**config.mk**
```make
export PLATFORM = sky130hd
export DESIGN_NAME = gcd_ctrl_datapath
export DESIGN_NICKNAME = d
export VERILOG_FILES = /design/src/rtl/gcd_ctrl_datapath.sv
export SDC_FILE = /design/constraint.sdc
export NUM_CORES = 1
export LEC_CHECK = 0
export CAP_MARGIN = 0
export CORE_AREA = 10 10 119 121
export CTS_CLUSTER_SIZE = 12
export DETAILED_ROUTE_END_ITERATION = 8
export DIE_AREA = 0 0 129 131
export GPL_ROUTABILITY_DRIVEN = 0
export PLACE_DENSITY = 0.54
export REMOVE_ABC_BUFFERS = 1
export SYNTH_ARGS = -nofsm -noshare
export SYNTH_HDL_FRONTEND = slang
export SYNTH_SLANG_ARGS = --single-unit
```
**constraint.sdc**
```tcl
create_clock -name clk -period 3.7 [get_ports clk]
set_input_delay 0.37 -clock clk [delete_from_list [all_inputs] [get_ports clk]]
set_output_delay 0.37 -clock clk [all_outputs]
set_load 0.1 [all_outputs]
```
**src/rtl/gcd_ctrl_datapath.sv**
```systemverilog
// rtl/gcd_ctrl_datapath.sv - 16-bit subtractive GCD engine, controller FSM plus datapath; optional GCD_STATUS_EN exports eq/lt/gt
module gcd_ctrl_datapath (
  input  logic        clk,
  input  logic        rst,
  input  logic        start,
  input  logic [15:0] data_in,
  output logic        done,
  output logic [15:0] gcd_out,
  output logic [15:0] a_out,
  output logic [15:0] b_out
`ifdef GCD_STATUS_EN
  ,
  output logic        eq,
  output logic        lt,
  output logic        gt
`endif
);

  typedef enum logic [1:0] {
    S_IDLE   = 2'd0,
    S_LOAD_B = 2'd1,
    S_CALC   = 2'd2,
    S_DONE   = 2'd3
  } state_t;

  state_t      state_q, state_d;
  logic [15:0] a_q, a_d;
  logic [15:0] b_q, b_d;
  logic [15:0] gcd_q, gcd_d;
  logic        done_q, done_d;

  logic a_eq_b;
  logic a_gt_b;
  logic finish_now;

  assign a_eq_b = (a_q == b_q);
  assign a_gt_b = (a_q > b_q);
  // Either zero operand ends the loop at once, otherwise subtraction would never converge.
  assign finish_now = a_eq_b || (a_q == 16'd0) || (b_q == 16'd0);

  // State and datapath registers, cleared asynchronously from any state.
  always_ff @(posedge clk or posedge rst) begin
    if (rst) begin
      state_q <= S_IDLE;
      a_q     <= 16'd0;
      b_q     <= 16'd0;
      gcd_q   <= 16'd0;
      done_q  <= 1'b0;
    end else begin
      state_q <= state_d;
      a_q     <= a_d;
      b_q     <= b_d;
      gcd_q   <= gcd_d;
      done_q  <= done_d;
    end
  end

  // Next-state and datapath control: one load or one subtraction per cycle.
  always_comb begin
    state_d = state_q;
    a_d     = a_q;
    b_d     = b_q;
    gcd_d   = gcd_q;
    done_d  = done_q;
    unique case (state_q)
      S_IDLE: begin
        if (start) begin
          a_d     = data_in;
          state_d = S_LOAD_B;
        end
      end
      S_LOAD_B: begin
        b_d     = data_in;
        state_d = S_CALC;
      end
      S_CALC: begin
        if (finish_now) begin
          gcd_d   = (b_q == 16'd0) ? a_q : b_q;
          done_d  = 1'b1;
          state_d = S_DONE;
        end else if (a_gt_b) begin
          a_d = a_q - b_q;
        end else begin
          b_d = b_q - a_q;
        end
      end
      S_DONE: begin
        if (start) begin
          a_d     = data_in;
          done_d  = 1'b0;
          state_d = S_LOAD_B;
        end
      end
      default: state_d = S_IDLE;
    endcase
  end

  assign done    = done_q;
  assign gcd_out = gcd_q;
  assign a_out   = a_q;
  assign b_out   = b_q;

`ifdef GCD_STATUS_EN
  assign eq = a_eq_b;
  assign lt = (a_q < b_q);
  assign gt = a_gt_b;
`endif

endmodule

```
[Word-level counts from Yosys, hierarchy flattened]
Index checks and enable logic that the tools add are counted.
Storage, ports and cells
  bits in registers: 51
  input bits: 19
  output and inout bits: 49
  logic and storage cells: 46
Cells by class
  add/subtract/negate cells: 2
  magnitude comparators: 1
  eq/ne operators: 10
  mux-type cells: 14
  reduce and logical (&&, ||, !) cells: 14
Operators by type and width (count)
  $mux W16: 6
  $pmux W16 S2: 2
  $logic_not A16 Y1: 2
  $sub A16 B16 Y16: 2
  $eq A16 B16 Y1: 1
  $gt A16 B16 Y1: 1
  $ne A2 B2 Y1 const B: 5
  $pmux W2 S3: 1
  $reduce_and A3 Y1: 2
  $reduce_bool A2 Y1: 3
  $eq A2 B2 Y1 const B: 2
  $mux W2: 2
  $reduce_and A2 Y1: 2
  $reduce_and A4 Y1: 1
  $eq A2 B1 Y1 const B: 1
  $logic_not A2 Y1: 1
  $logic_or A1 B1 Y1: 2
  $mux W1: 2
  $ne A2 B1 Y1 const B: 1
  $pmux W1 S2: 1
  $reduce_or A2 Y1: 1

[Logic depth before layout (Yosys ltp)]
Gate-level depths: netlist of run 1.
  depth after elaboration: 5
  depth in mapped cells: 12
  gate-level depth less buffers: 10

[Worst setup path before layout of run 1]
OpenSTA, ideal clock, no wires.
  path type: register -> register
  start point: register a_q[0], in the netlist a_out[0]
  end point: register a_q[6], in the netlist a_out[6]
  library setup time: 0.127 ns
  arrival: 3.289 ns
  required time: 3.573 ns
  slack: 0.285 ns
  stages on the path, launching flop included: 12
  path buffers: 1
  clock period less this slack: 3.415 ns
  cell sequence: dfrtp_1 > inv_1 > ha_1 > fa_1 > nor2b_1 > o31a_1 > o21ai_1 > o21ai_1 > a21oi_4 > nor2_2 > buf_6 > mux2_4
On the way
  word-level cells in the longest chain between the ends: 5
  elaborated cells on any way between the ends: 12
  classes of those cells: add/sub: 1; order compare: 1; eq/ne: 3; mux: 3; reduce/logical: 4
Ends and longest elaborated chain
  start: declaration: RTL line 27  | logic [15:0] a_q, a_d;
  start signal: assignment: RTL line 45  | a_q <= 16'd0;
  start signal: assignment: RTL line 51  | a_q <= a_d;
  branches (longest 5 deep; another with $sub A16 B16 Y16)
Parallel ways; which one is timed is not known. The select of a mux whose other input is x is not followed.
A chain may end at the register's enable or synchronous reset.

[Worst setup path in the final report of run 1]
  start point: register a_q[11], in the netlist a_out[11]
  end point: register b_q[14], in the netlist b_out[14]
On the way
  word-level cells in the longest chain between the ends: 5
  elaborated cells on any way between the ends: 12
  classes of those cells: add/sub: 1; order compare: 1; eq/ne: 3; mux: 3; reduce/logical: 4
Ends and longest elaborated chain
  branches (longest 5 deep; another with $sub A16 B16 Y16)
  end signal: assignment: RTL line 46  | b_q <= 16'd0;
  end signal: assignment: RTL line 52  | b_q <= b_d;
  end: declaration: RTL line 28  | logic [15:0] b_q, b_d;
Parallel ways; which one is timed is not known. The select of a mux whose other input is x is not followed.

==> impl_metrics.ini, run 1 <==
[outcome]
status = complete, no violations

[timing]
report.final.slew_viol_count = 0
slew-limit-headroom_pct = 31.8
min_period_ns = 3.31
finClkSkew_ns = 0.00760
fin_setup_tns_ns = 0
worstMarginPinSlew_ns = 1.02
period_share_pct = 89.3
hold_viol = 0
rsz0062_at_grt = false
fmax_mhz = 303
setup_viol = 0

[logic_synthesis]
ys_seq_area_share_pct = 31.7
yosysUniqueCellTypes = 58
async_reset_ff_share_pct = 100
avgSynthCellArea_sq_um = 8.37
synth-main-ff-cell = dfrtp_1
netlist_instances = 481
synth_edf_count = 0
synth_area_sq_um = 4030
ys_seq_elements = 51
yosysWarnings = 0

[placed_design]
dp_hpwl_um = 10400
port-buffer-count = 67

[clocking]
postCtsSetupBuffers = 0
postCtsResizedCells = 0
cts_hold_buf = 0
clock-sinks = 51
cts_tree = done
clockBufferDepth = 2
h-tree-depth = 2
cts-root-buf = clkbuf_16
numCtsBuffers = 5
clk_pin_slew_ns = 0.07
clock_latency_ns = 0.30

[floorplanning]
io_pins = 68
design.core.area_sq_um = 11800
die_h_um = 131
dieArea_sq_um = 16900
rows = 40
die-width_um = 129
initial_core_util_pct = 34.1

[grt]
groute.usage.overall_pct = 15.9
grt_max_degree = 41
grt-ovfl-total = 0
grt_antenna_before_repair = 0
grt_pass1_wl_um = 21200
grt_pass1_vias = 3762

[drt]
drt-initial-drc-count = 290
drt_first_pass_iters = 5
post_drt_via_cell_ratio = 5.50
post_drt_wl_per_cell_um = 19.5
drc = 0
routed_wl_um = 13400
num_vias = 3777
ant_nets = 0

[final_layout]
nets = 594
layout_common_cells = 67 x clkdlybuf4s50_1, 55 x a21oi_1, 51 x dfrtp_1
layout-drive-gt1-share_pct = 6.30
num_antenna_cells = 0
fill_cells = 1197
layout_commonest_cell = clkdlybuf4s50_1
syn2layout_area_growth_pct = 23.7

[run]
drv_cap = 0

[worst_setup_path]
end_kind = flip-flop
worstPathRequired_ns = 3.88
worst-setup-path-type = reg -> reg
worstPathMaxFanout = 13
worstPathArrival_ns = 3.49
critical_path.startpoint_type = flip-flop

[min_path]
min_path_type = reg -> reg
==> worst max-delay path, cell delays in order, from the launching register on <==
cell and delay (ns):
dfrtp_1 0.48, inv_1 0.07, ha_1 0.55, nand4_2 0.17, or4_4 0.56, and4b_1 0.32
o211ai_2 0.12, and2_1 0.63, or3_1 0.21, nand3_1 0.07
==> synth_stat cells (3+ instances only) <==
| master | count | area share (%) |
|---|---|---|
| o31ai_1 | 5 | 0.93 |
| mux2i_1 | 5 | 1.2 |
| o31a_1 | 4 | 0.87 |
| a31oi_1 | 5 | 0.78 |
| dfrtp_1 | 51 | 32 |
| o22ai_1 | 12 | 1.9 |
| mux2_1 | 6 | 1.7 |
| ha_1 | 34 | 11 |
| xor2_1 | 4 | 0.87 |
| inv_1 | 45 | 4.2 |
| o21a_1 | 12 | 2.2 |
| a21oi_1 | 55 | 6.8 |
| nor3_1 | 10 | 1.2 |
| a21o_1 | 11 | 2.1 |
| nand3_1 | 4 | 0.50 |
| nand4_1 | 7 | 1.1 |
| a211oi_1 | 5 | 0.93 |
| nor2_1 | 21 | 2.0 |
| nand2b_1 | 6 | 0.93 |
| clkbuf_1 | 14 | 1.3 |
| o211ai_1 | 4 | 0.75 |
| nor2b_1 | 9 | 1.4 |
| o21ai_1 | 3 | 0.37 |
| buf_4 | 5 | 0.93 |
| xnor2_1 | 11 | 2.4 |
| buf_2 | 3 | 0.37 |
| mux2_4 | 3 | 1.1 |
| nor4_1 | 9 | 1.4 |
| buf_1 | 3 | 0.28 |
| and3_1 | 4 | 0.62 |
| o21ai_0 | 36 | 4.5 |
| a21boi_0 | 3 | 0.56 |
| nand2_1 | 41 | 3.8 |
==> metal layers <==
layer / global-route usage [%] / up-vias / wire length [um]
li1: - / 1830 / -
met1: 21.2 / 1830 / 6200
met2: 26.0 / 102 / 6240
met3: 2.62 / 15 / 724
met4: 4.75 / 0 / 223
met5: 0 / - / 0
==> registers in the layout, summed over array words and instances, names as in the netlist <==
name,flops
a_out,16
b_out,16
gcd_out,16
state_q,2
done,1
==> stage by stage <==
stage / instance area, sq um / setup WS (ns) / hold WS [ns] / std cells / utilization (%)
global placement: 4830 / 0.531 / 0.460 / 679 / 40.9
CTS: 4980 / 0.439 / 0.488 / 687 / 42.2
floorplan: 3890 / 0.106 / 0.493 / 454 / -
finish: 4980 / 0.394 / 0.481 / 687 / 42.2
global route: 4980 / 0.250 / 0.515 / 687 / 42.2
detailed placement: 4830 / 0.458 / 0.472 / 679 / 40.9
==> final cells by class <==
type / count / area, sq um / share of cell area, %
clock buffers: 6 / 139 / 2.79
clock inverters: 2 / 16.3 / 0.327
inverters: 45 / 169 / 3.39
multi-input cells: 358 / 2440 / 49.1
flip-flops and latches: 51 / 1280 / 25.6
well taps: 147 / 184 / 3.69
repair buffers: 78 / 753 / 15.1
==> cells by family after synthesis <==
family | synth area share (%)
buffers and inverters | 7.64
XOR/XNOR | 3.26
adder cells (fa/ha/maj) | 11.6
flip-flops | 31.7
AND/OR/NAND/NOR | 16.1
AO/OA/AOI/OAI | 25.4
multiplexers | 4.32
==> worst paths after layout <==
path	from	endpoint	slack, ns	cells after the start
min in group asynchronous	rst	done$_DFFE_PP0P_	0.58	2
max in group asynchronous	rst	a_out[5]$_DFFE_PP0P_	2.42	3
hold / removal	gcd_out[2]$_DFFE_PP0N_	gcd_out[2]$_DFFE_PP0N_	0.48	2
setup reg to reg	a_out[11]$_DFFE_PP0P_	b_out[14]$_DFFE_PP0P_	0.39	9
setup / recovery	a_out[11]$_DFFE_PP0P_	b_out[14]$_DFFE_PP0P_	0.39	9
hold reg to reg	gcd_out[2]$_DFFE_PP0N_	gcd_out[2]$_DFFE_PP0N_	0.48	2
Power of run 1 is not shown: default switching activity piles up to over one toggle a cycle in this logic, so the estimate is an artifact.
==> inputs of run 2 (changes only) <==
Settings changed: GPL_TIMING_DRIVEN from default to 0, SLEW_MARGIN from default to 20.
==> impl_metrics.ini, run 2 (synthesized netlist as in run 1, its figures left out) <==
[outcome]
status = complete, no violations

[clocking]
cts-root-buf = clkbuf_16
clock-sinks = 51
cts_tree = done
clock_latency_ns = 0.30
clockBufferDepth = 2
clk_pin_slew_ns = 0.07
numCtsBuffers = 5
h-tree-depth = 2

[final_layout]
nets = 583
layout-drive-gt1-share_pct = 4.73
num_antenna_cells = 0
regArea_sq_um = 1280
layout_commonest_cell = clkdlybuf4s50_1
layout_common_cells = 67 x clkdlybuf4s50_1, 55 x a21oi_1, 51 x dfrtp_1
fill_cells = 1193
multiInputGateArea_sq_um = 2460
final_cells = 676
syn2layout_area_growth_pct = 22.1

[grt]
grt-ovfl-total = 0
grt_antenna_before_repair = 0
grt_pass1_vias = 3629
grt_pass1_wl_um = 20400
grt_max_degree = 52
groute.usage.overall_pct = 15.4

[drt]
post_drt_wl_per_cell_um = 19.2
post_drt_via_cell_ratio = 5.47
ant_nets = 0
routed_wl_um = 13000
drc = 0
num_vias = 3701
drt_first_pass_iters = 5
drt-initial-drc-count = 294

[timing]
setup_viol = 0
worstMarginPinSlew_ns = 0.993
period_share_pct = 93.2
hold_viol = 0
slew-limit-headroom_pct = 33.6
fmax_mhz = 290
report.final.slew_viol_count = 0
finClkSkew_ns = 0.00681
min_period_ns = 3.45
rsz0062_at_grt = false

[placed_design]
port-buffer-count = 67
place_inst = 668
dp_hpwl_um = 9690

[floorplanning]
initial_core_util_pct = 34.1
dieArea_sq_um = 16900
die-width_um = 129
design.core.area_sq_um = 11800
die_h_um = 131
rows = 40
io_pins = 68

[min_path]
min_path_type = reg -> reg
hp-start = gcd_out[0]$_DFFE_PP0N_
hold_path_depth = 2

[worst_setup_path]
crit_path_start = b_out[10]$_DFFE_PP0P_
worstPathArrival_ns = 3.62
worstPathRequired_ns = 3.87
worstPathMaxFanout = 18
critical_path.startpoint_type = flip-flop
reg2regPathDepth = 7
end_kind = flip-flop
r2r-start = b_out[10]$_DFFE_PP0P_
worst-setup-path-type = reg -> reg

[run]
drv_cap = 0
## run 2: cell types whose count changed in the layout (fill, tap and decap cells not counted), sizes merged
| cell | before | now |
|---|---|---|
| buf | 11 | 0 |
## run 2: path summary, 6_finish.rpt
path                                     endpoint  slack (ns)
min in group asynchronous        done$_DFFE_PP0P_        0.52
hold / removal             gcd_out[0]$_DFFE_PP0N_        0.48
setup / recovery            b_out[14]$_DFFE_PP0P_        0.25
setup reg to reg            b_out[14]$_DFFE_PP0P_        0.25
max in group asynchronous  gcd_out[1]$_DFFE_PP0N_        2.75
hold reg to reg            gcd_out[0]$_DFFE_PP0N_        0.48
## run 2: stage by stage
step | TNS [ns] | setup WS (ns) | instance area, sq um | utilization, % | hold slack, ns
3_5_place_dp | -0.0784 | -0.0670 | 4750 | 40.2 | 0.470
6_report | 0 | 0.252 | 4920 | 41.6 | 0.476
3_3_place_gp | -0.186 | -0.102 | 4740 | 40.2 | 0.460
2_1_floorplan | 0 | 0.106 | 3890 | - | 0.493
5_1_grt | 0 | 0.0685 | 4920 | 41.6 | 0.519
4_1_cts | 0 | 0.0830 | 4910 | 41.6 | 0.485
## run 2: what timing repair did
item	in CTS	in global routing
hold endpoints to repair	0	0
setup endpoints to repair	3	12
resized for setup	1	1
hold buffers	0	0
setup buffers	0	0
gates cloned	0	0
## run 2: area by class of cell
class | instances | area share [%]
multi-input combinational | 358 | 50.0
sequential | 51 | 25.9
timing repair buffer | 67 | 13.6
tap | 147 | 3.74
inverter | 45 | 3.49
clock buffer | 6 | 2.82
clock inverter | 2 | 0.331
## run 2: critical path, stage by stage (launching register included)
cell and delay, ns:
dfrtp_1 0.46, nor4_1 0.62, and4_1 0.78, and4b_1 0.41, o211ai_4 0.32, and2_2 0.50, or3_1 0.17, nand3_1 0.07
## run 2: metal layers
layer	track usage [%]	vias up	wire, um
li1	-	1811	-
met1	20.0	1758	5860
met2	24.6	111	5900
met4	6.35	0	379
met5	0	-	0
met3	2.90	21	824
Power of run 2 is left out for the same reason.
